`src/rtl/stage_decode_pkg.sv`:
```
// Shared MIPS opcode/funct constants and decode helpers for the decode stage.
// Imported by stage_decode and its register file.
package stage_decode_pkg;

  localparam logic [5:0] OP_SPECIAL = 6'h00;
  localparam logic [5:0] OP_J       = 6'h02;
  localparam logic [5:0] OP_JAL     = 6'h03;
  localparam logic [5:0] OP_BEQ     = 6'h04;
  localparam logic [5:0] OP_BNE     = 6'h05;
  localparam logic [5:0] OP_ANDI    = 6'h0C;
  localparam logic [5:0] OP_ORI     = 6'h0D;
  localparam logic [5:0] OP_XORI    = 6'h0E;
  localparam logic [5:0] OP_LUI     = 6'h0F;

  localparam logic [5:0] FN_JR      = 6'h08;
  localparam logic [5:0] FN_JALR    = 6'h09;

  // Logical-immediate opcodes take a zero-extended imm16; everything else sign-extends.
  function automatic logic is_zext_op(input logic [5:0] op);
    return (op == OP_ANDI) || (op == OP_ORI) || (op == OP_XORI) || (op == OP_LUI);
  endfunction

endpackage

```
`src/rtl/stage_decode_grf.sv`:
```
// 32x32 register file: two bypassed read ports, one write port, reset clear.
// Optional write trace enabled by defining GRF_DISPLAY_EN.
module grf
  import stage_decode_pkg::*;
(
  input  logic        clk,
  input  logic        reset,
  input  logic [4:0]  ra1,
  input  logic [4:0]  ra2,
  output logic [31:0] rd1,
  output logic [31:0] rd2,
  input  logic        w_we,
  input  logic [4:0]  w_addr,
  input  logic [31:0] w_data,
  input  logic [31:0] w_pc,
  input  logic        fwd_valid,
  input  logic [4:0]  fwd_addr,
  input  logic [31:0] fwd_data
);

  logic [31:0] regs_q [32];

  always_ff @(posedge clk) begin
    if (reset) begin
      for (int i = 0; i < 32; i++) regs_q[i] <= '0;
    end else if (w_we && (w_addr != 5'd0)) begin
      regs_q[w_addr] <= w_data;
    end
  end

  // E/M forward is younger than the writeback result, so it wins.
  function automatic logic [31:0] resolve(input logic [4:0] a, input logic [31:0] stored);
    if (a == 5'd0)                          return 32'd0;
    else if (fwd_valid && (fwd_addr == a))  return fwd_data;
    else if (w_we && (w_addr == a))         return w_data;
    else                                    return stored;
  endfunction

  always_comb begin
    rd1 = resolve(ra1, regs_q[ra1]);
    rd2 = resolve(ra2, regs_q[ra2]);
  end

`ifdef GRF_DISPLAY_EN
  always_ff @(posedge clk) begin
    if (!reset && w_we && (w_addr != 5'd0))
      $display("@%h: $%d <= %h", w_pc, w_addr, w_data);
  end
`else
  logic unused_w_pc;
  assign unused_w_pc = ^w_pc;
`endif

endmodule

```
`src/rtl/stage_decode.sv`:
```
// Decode stage: IF/ID register, register read, immediate extension, branch resolve, next_pc.
// Single delay slot, no flush; GRF_DISPLAY_EN enables the register-write trace in grf.
module stage_decode
  import stage_decode_pkg::*;
#(
  parameter logic [31:0] RESET_PC = 32'h0000_3000
) (
  input  logic        clk,
  input  logic        reset,
  input  logic        stall,
  input  logic [31:0] f_pc,
  input  logic [31:0] f_instr,
  input  logic        w_we,
  input  logic [4:0]  w_addr,
  input  logic [31:0] w_data,
  input  logic [31:0] w_pc,
  input  logic        fwd_valid,
  input  logic [4:0]  fwd_addr,
  input  logic [31:0] fwd_data,
  output logic [31:0] next_pc,
  output logic [31:0] d_pc,
  output logic [31:0] d_instr,
  output logic [31:0] rs_data,
  output logic [31:0] rt_data,
  output logic [31:0] imm_ext,
  output logic        taken
);

  logic [31:0] d_pc_q, d_instr_q;
  logic [31:0] d_pc_d, d_instr_d;

  always_comb begin
    d_pc_d    = d_pc_q;
    d_instr_d = d_instr_q;
    if (!stall) begin
      d_pc_d    = f_pc;
      d_instr_d = f_instr;
    end
  end

  always_ff @(posedge clk) begin
    if (reset) begin
      d_pc_q    <= RESET_PC;
      d_instr_q <= '0;
    end else begin
      d_pc_q    <= d_pc_d;
      d_instr_q <= d_instr_d;
    end
  end

  assign d_pc    = d_pc_q;
  assign d_instr = d_instr_q;

  logic [5:0]  op, funct;
  logic [15:0] imm16;
  logic [25:0] idx26;

  assign op    = d_instr_q[31:26];
  assign funct = d_instr_q[5:0];
  assign imm16 = d_instr_q[15:0];
  assign idx26 = d_instr_q[25:0];

  grf u_grf (
    .clk       (clk),
    .reset     (reset),
    .ra1       (d_instr_q[25:21]),
    .ra2       (d_instr_q[20:16]),
    .rd1       (rs_data),
    .rd2       (rt_data),
    .w_we      (w_we),
    .w_addr    (w_addr),
    .w_data    (w_data),
    .w_pc      (w_pc),
    .fwd_valid (fwd_valid),
    .fwd_addr  (fwd_addr),
    .fwd_data  (fwd_data)
  );

  assign imm_ext = is_zext_op(op) ? {16'h0000, imm16} : {{16{imm16[15]}}, imm16};

  logic [31:0] pc_plus4, target;
  assign pc_plus4 = d_pc_q + 32'd4;

  always_comb begin
    taken  = 1'b0;
    target = pc_plus4 + {{14{imm16[15]}}, imm16, 2'b00};
    case (op)
      OP_BEQ: taken = (rs_data == rt_data);
      OP_BNE: taken = (rs_data != rt_data);
      OP_J, OP_JAL: begin
        taken  = 1'b1;
        target = {pc_plus4[31:28], idx26, 2'b00};
      end
      OP_SPECIAL: begin
        if ((funct == FN_JR) || (funct == FN_JALR)) begin
          taken  = 1'b1;
          target = rs_data;
        end
      end
      default: taken = 1'b0;
    endcase
  end

  // Fetch repeats its PC while stalled, even if a jump is sitting in decode.
  assign next_pc = stall ? f_pc : (taken ? target : f_pc + 32'd4);

endmodule

```
`config.mk`:
```
export PLATFORM = sky130hd
export DESIGN_NAME = stage_decode
export DESIGN_NICKNAME = d
export VERILOG_FILES = /design/src/rtl/stage_decode_pkg.sv /design/src/rtl/stage_decode_grf.sv /design/src/rtl/stage_decode.sv
export SDC_FILE = /design/constraint.sdc
export NUM_CORES = 2
export LEC_CHECK = 0
export CORE_ASPECT_RATIO = 0.7
export CORE_MARGIN = 4
export CORE_UTILIZATION = 50
export CTS_BUF_LIST = sky130_fd_sc_hd__clkbuf_2
export CTS_CLUSTER_DIAMETER = 40
export CTS_CLUSTER_SIZE = 16
export DETAILED_ROUTE_END_ITERATION = 16
export PLACE_DENSITY = 0.72
export SLEW_MARGIN = 30
export SYNTH_ARGS = -nofsm -noshare
export SYNTH_HDL_FRONTEND = slang
export SYNTH_HIERARCHICAL = 1
export SYNTH_SLANG_ARGS = --single-unit
export TNS_END_PERCENT = 20
```
`constraint.sdc`:
```
create_clock -name clk -period 5.7 [get_ports clk]
set_input_delay 0.57 -clock clk [delete_from_list [all_inputs] [get_ports clk]]
set_output_delay 0.57 -clock clk [all_outputs]
set_load 0.005 [all_outputs]
```
Word-level counts from Yosys, hierarchy flattened
Memories as Yosys holds them, arrays and structs flattened. A register that Yosys moved wholly into a read port is not among the register bits. Cells that the tools add are included.

Memory bits (writable): 1024. Logic and storage cells: 62. Flip-flop bits (word level): 64. Output and inout port bits: 193. Memories kept: 1.

Memory list: u_grf.regs_q (words 32, width 32, read ports 2, clocked after Yosys merged registers in 2, write ports 32, RTL line stage_decode_grf.sv:21) `logic [31:0] regs_q [32];`.

Reduce and logical (&&, ||, !) cells: 15. Multiplexer cells: 25. Add/sub/neg operators: 3. Equal/unequal tests: 16.

Operator list (count): 32-bit two-way mux (11); 32-bit by 3-bit adder with 32-bit output, second input constant (2); 32-bit one-hot mux with 2 select lines (1); 6-bit by 4-bit equality test with 1-bit output, second input constant (6); 32-bit adder (1); 32-bit equality test (1); 32-bit inequality test (1); 32-bit OR reduction (1); 5-bit two-way mux (5); 5-bit equality test (4); 6-bit by 2-bit equality test with 1-bit output, second input constant (2); 6-bit by 3-bit equality test with 1-bit output, second input constant (2); 5-bit logical NOT (2); 1-bit two-way mux (7); 6-bit logical NOT (1); 1-bit logical AND (5); 5-bit nonzero test (1); 1-bit logical OR (4); 1-bit one-hot mux with 4 select lines (1); 2-bit OR reduction (1).

Depth between registers and ports, before layout
Depth after elaboration: 9. Gate-level depth with buffers: 19.

Modules after synthesis
Netlist, hierarchy kept.

Modules (own cells, without submodules): grf (times used 1, cells each 3786, sequential area each 30749.5 µm², area an instance 55453.2 µm²); stage_decode (times used 1, cells each 915, sequential area each 1281.2 µm², area an instance 6847.8 µm²).

Least setup slack after synthesis
Ideal clock, no wire load.

Path type: reg2out. From: register d_instr_q[17] (netlist: d_instr[17]). To: output next_pc[12]. Arrival time: 4.108 ns. Required time: 5.130 ns. Path buffers: 5. Path slack: 1.022 ns. Cell stages (with the launch flop): 17. Path through: dfxtp_1 buf_2 buf_2 buf_2 clkbuf_1 mux4_2 a211oi_1 a21oi_1 a221o_1 xnor2_1 nand4_1 nor4_1 a311oi_1 nor3_2 inv_2 clkbuf_1 a311oi_1.

Word-level cells in the longest chain between the ends: 9.

Ends and longest elaborated chain: start, declared (RTL line stage_decode.sv:29) `logic [31:0] d_pc_q, d_instr_q;`; start signal, assigned (RTL line stage_decode.sv:47) `d_instr_q <= d_instr_d;`; 5-bit equality test (RTL line stage_decode_grf.sv:35) `else if (w_we && (w_addr == a)) return w_data;`; 1-bit logical AND (RTL line stage_decode_grf.sv:35); 32-bit two-way mux (RTL line stage_decode_grf.sv:35); 32-bit two-way mux (RTL line stage_decode_grf.sv:34) `else if (fwd_valid && (fwd_addr == a)) return fwd_data;`; 32-bit two-way mux * (RTL line stage_decode_grf.sv:33) `if (a == 5'd0) return 32'd0;`; net rt_data[29] (RTL line stage_decode.sv:24) `output logic [31:0] rt_data,`; 32-bit inequality test or 32-bit equality test (tied branches) (RTL line stage_decode.sv:89, stage_decode.sv:88); 1-bit one-hot mux with 4 select lines * (RTL line stage_decode.sv:87) `case (op)`; net taken (RTL line stage_decode.sv:26) `output logic taken`; 32-bit two-way mux * (2 in a row) (RTL line stage_decode.sv:105) `assign next_pc = stall ? f_pc : (taken ? target : f_pc + 32'd4);`; end, declared (RTL line stage_decode.sv:20) `output logic [31:0] next_pc,`.

Mark *: on every way through the listed nets, which the timed path passes. The rest lies on a longest branch.

Worst setup path after layout
From: register d_instr_q[23] (netlist: d_instr[23]). To: output next_pc[8].

Word-level cells in the longest chain between the ends: 9.

Ends and longest elaborated chain: 5-bit equality test (RTL line stage_decode_grf.sv:35); 1-bit logical AND (RTL line stage_decode_grf.sv:35); 32-bit two-way mux (RTL line stage_decode_grf.sv:35); 32-bit two-way mux (RTL line stage_decode_grf.sv:34); 32-bit two-way mux * (RTL line stage_decode_grf.sv:33); 32-bit inequality test (tied with other cells) (RTL line stage_decode.sv:89) `OP_BNE: taken = (rs_data != rt_data);`; 1-bit one-hot mux with 4 select lines or 32-bit one-hot mux with 2 select lines (tied branches) (RTL line stage_decode.sv:87); 32-bit two-way mux * (2 in a row) (RTL line stage_decode.sv:105).

Mark *: on every way between the ends. The rest lies on a longest branch, timed or not.

==> qor.yml <==
floorplan:
  initial_core_util_pct: 50.3
  io_pins: 368
  fp.dieW_um: 430
  core_um2: 124000
  rows: 108
  die_h_um: 303
  dieArea_um2: 130000
outcome:
  status: "complete, but fails checks"
  failed_checks: "negative setup slack"
grt:
  grt.met2_usage_pct: 56.2
  grt_pass1_wl_um: 372000
  antenna_found_initial: 21
  grtUsageMet1_pct: 54.2
  grt_use_met3_pct: 16.8
  gr-max-usage-layer: "met2"
  gr-total-overflow: 0
  track_usage_pct: 40.6
  grt_max_degree: 67
  grt_pass1_vias: 48500
logic_synthesis:
  async_flop_share_pct: 0
  synthFlopType: "edfxtp_1"
  postSynthAreaPerCell_um2: 13.3
  synth_edf_count: 1024
  yosys_warnings: 6
  synth_cell_types: 86
  ys_seq_area_share_pct: 51.4
  netlist_area_um2: 62300
  synthCells: 4701
  ys_seq_elements: 1088
power_and_ir_drop:
  power_density_nw_per_um2: 243
  leakage_nw: 27.9
  ir_drop_uv: 252
sta:
  rsz0062_at_grt: "yes"
  period_needed_ps: 7180
  max_freq_mhz: 139
  fin_hold_ws_ps: 148
  drv_slew: 0
  hold_violations: 0
  relSlewSlack_pct: 20.2
  period_share_pct: 126
  finalWorstSetupSlack_ps: -1480
  skew_ps: 0
  setup_viol: 41
  tightest_slew_ps: 1200
detailed_routing:
  wl_per_cell_um: 37.0
  vias: 51700
  postRouteAntennaNets: 0
  drt_wl_total_um: 273000
  viasPerCell: 6.99
  drcViolationCount: 0
  first_pass_iters: 6
  first_iter_violations: 10100
placement:
  hpwl_um: 178000
  place.gp.congestion: 1.02
  io_buffer_count: 335
  dp_worst_setup_slack_ps: -1280
run:
  max-cap-violations: 0
layout:
  mostFrequentLayoutCell: "edfxtp_1"
  nNetsFinal: 5832
  final_cell_mix: "1,024 x edfxtp_1, 997 x and2_1, 621 x buf_4"
  syn_to_final_growth_pct: 25.2
  drive_gt1_share_pct: 31.1
clock_network:
  clk_pin_slew_ps: 240
  clk_latency_ps: 1710
  htreeDepth: 4
  clock_path_buffers: 3
  cts.sinks: 1088
  cts_tree: "built"
  clock-root-buffer: "clkbuf_2"
  numCtsBuffers: 132
hold_path:
  min_to: "d_instr[22]$_SDFFE_PP0N_"
  min_from: "f_instr[22]"
  hp-class: "in2reg"
  worst_hold_path.num_cells: 4
critical_path:
  cp.arrival_ps: 6610
  r2r_end: "d_pc[11]$_SDFFE_PP0N_"
  crit_chain: "buf_12 -> or3b_4 -> buf_12 -> buf_6 -> o22ai_2 -> a211oi_1 -> buf_4 -> a2111oi_4 -> a221o_1 -> xnor2_2 -> nand4_1 -> nor2_2 -> a311oi_4 -> nor3_4 -> buf_6 -> buf_8 -> buf_6 -> a21oi_1 -> o22a_1 -> buf_2"
  path_class: "reg2out"
  max_stage_delay_ps: 550
  reg2regPathDepth: 5
  required_ps: 5130
  critPathMaxFanout: 10
  r2r_slack_ps: 3820
  cp-start-kind: "flip-flop"
  cp_slowest_cell: "a2111oi_4"
  r2r-start: "d_pc[11]$_SDFFE_PP0N_"
  cpMostUsedCell: "buf_6"
  cp-end-kind: "output port"
==> where the power goes <==
| part | leakage, nW | switching (mW) | total (mW) | internal (mW) |
|---|---|---|---|---|
| Clock | 1.05 | 3.22 | 4.63 | 1.40 |
| Combinational | 16.5 | 2.64 | 4.83 | 2.19 |
| Sequential | 10.3 | 0.290 | 9.45 | 9.16 |
==> sequential cells by signal, indices dropped and copies added (netlist names) <==
register and cells:
d_instr 32, u_grf/regs_q 1024, d_pc 32
==> cells by family after synthesis <==
family | Yosys count | synth area share, %
other | 1 | 0.00602
AOI/OAI and AO/OA | 675 | 8.28
muxes | 753 | 20.0
and+or+nand+nor | 1516 | 14.2
xor gates and xnor gates | 102 | 1.45
DFF | 1088 | 51.4
adders and majority gates | 37 | 0.755
buffers and inverters | 529 | 3.90
==> worst max path at each step <==
stage                  end  cells past startpoint                startpoint
6_report        next_pc[8]                     20  d_instr[23]$_SDFFE_PP0N_
3_3_place_gp   next_pc[18]                     22               fwd_addr[4]
2_1_floorplan  next_pc[12]                     16  d_instr[17]$_SDFFE_PP0N_
4_1_cts        next_pc[12]                     22  d_instr[23]$_SDFFE_PP0N_
5_1_grt         next_pc[8]                     22  d_instr[21]$_SDFFE_PP0N_
3_5_place_dp   next_pc[18]                     22               fwd_addr[4]
==> area by class of cell <==
class | count | area (um^2)
Antenna cell | 13 | 32.5
Fill cell | 9339 | 45800
Clock inverter | 90 | 935
Tap cell | 1650 | 2060
Timing Repair Buffer | 1257 | 12400
Clock buffer | 149 | 746
Multi-Input combinational cell | 3116 | 29600
Sequential cell | 1088 | 32100
Inverter | 25 | 101
==> synthesized netlist by cell type (67+ instances only) <==
master	n	area share (%)
a211oi_1	97	1.2
a21oi_1	89	0.71
a221o_1	67	1.1
and2_1	1000	10
clkbuf_1	351	2.1
edfxtp_1	1024	49
mux2i_1	315	5.1
mux4_2	387	14
nand2_1	93	0.56
nor2_1	174	1.0
o22ai_1	79	0.79
xnor2_1	73	1.0
==> critical path: cells and delay by family, from the launching register on <==
family | cells | cell delay [ps]
buf+inv | 8 | 1220
flops | 1 | 490
compound gates | 7 | 1650
xor+xnor | 1 | 170
simple gates | 4 | 1330
==> layer usage <==
metal  wire length, um  up-vias
met5               276        -
met4             18300       20
met3             49300     1053
met2            110000     5212
met1             96000    25400
li1                  -    20000
==> per-stage QoR <==
stage	power [mW]	TNS, ps	std cells	instance area (um^2)	utilization, %
floorplan	11.4	0	4732	62400	-
global placement	13.6	-37190	6855	71500	57.8
detailed placement	13.7	-31890	6855	71500	57.8
CTS	18.5	-45640	7307	76500	61.8
global route	19.3	-46710	7378	78000	63.0
finish	18.9	-44890	7388	78000	63.0
==> what timing repair did <==
item	in CTS	in global routing
buffers inserted	67	63
pin swaps	53	61
hold endpoints to repair	781	0
gates resized for setup	318	185
endpoints found under the setup margin	72	50
hold buffers	137	0
cloned	13	11
(Power assumes the default switching activity.)
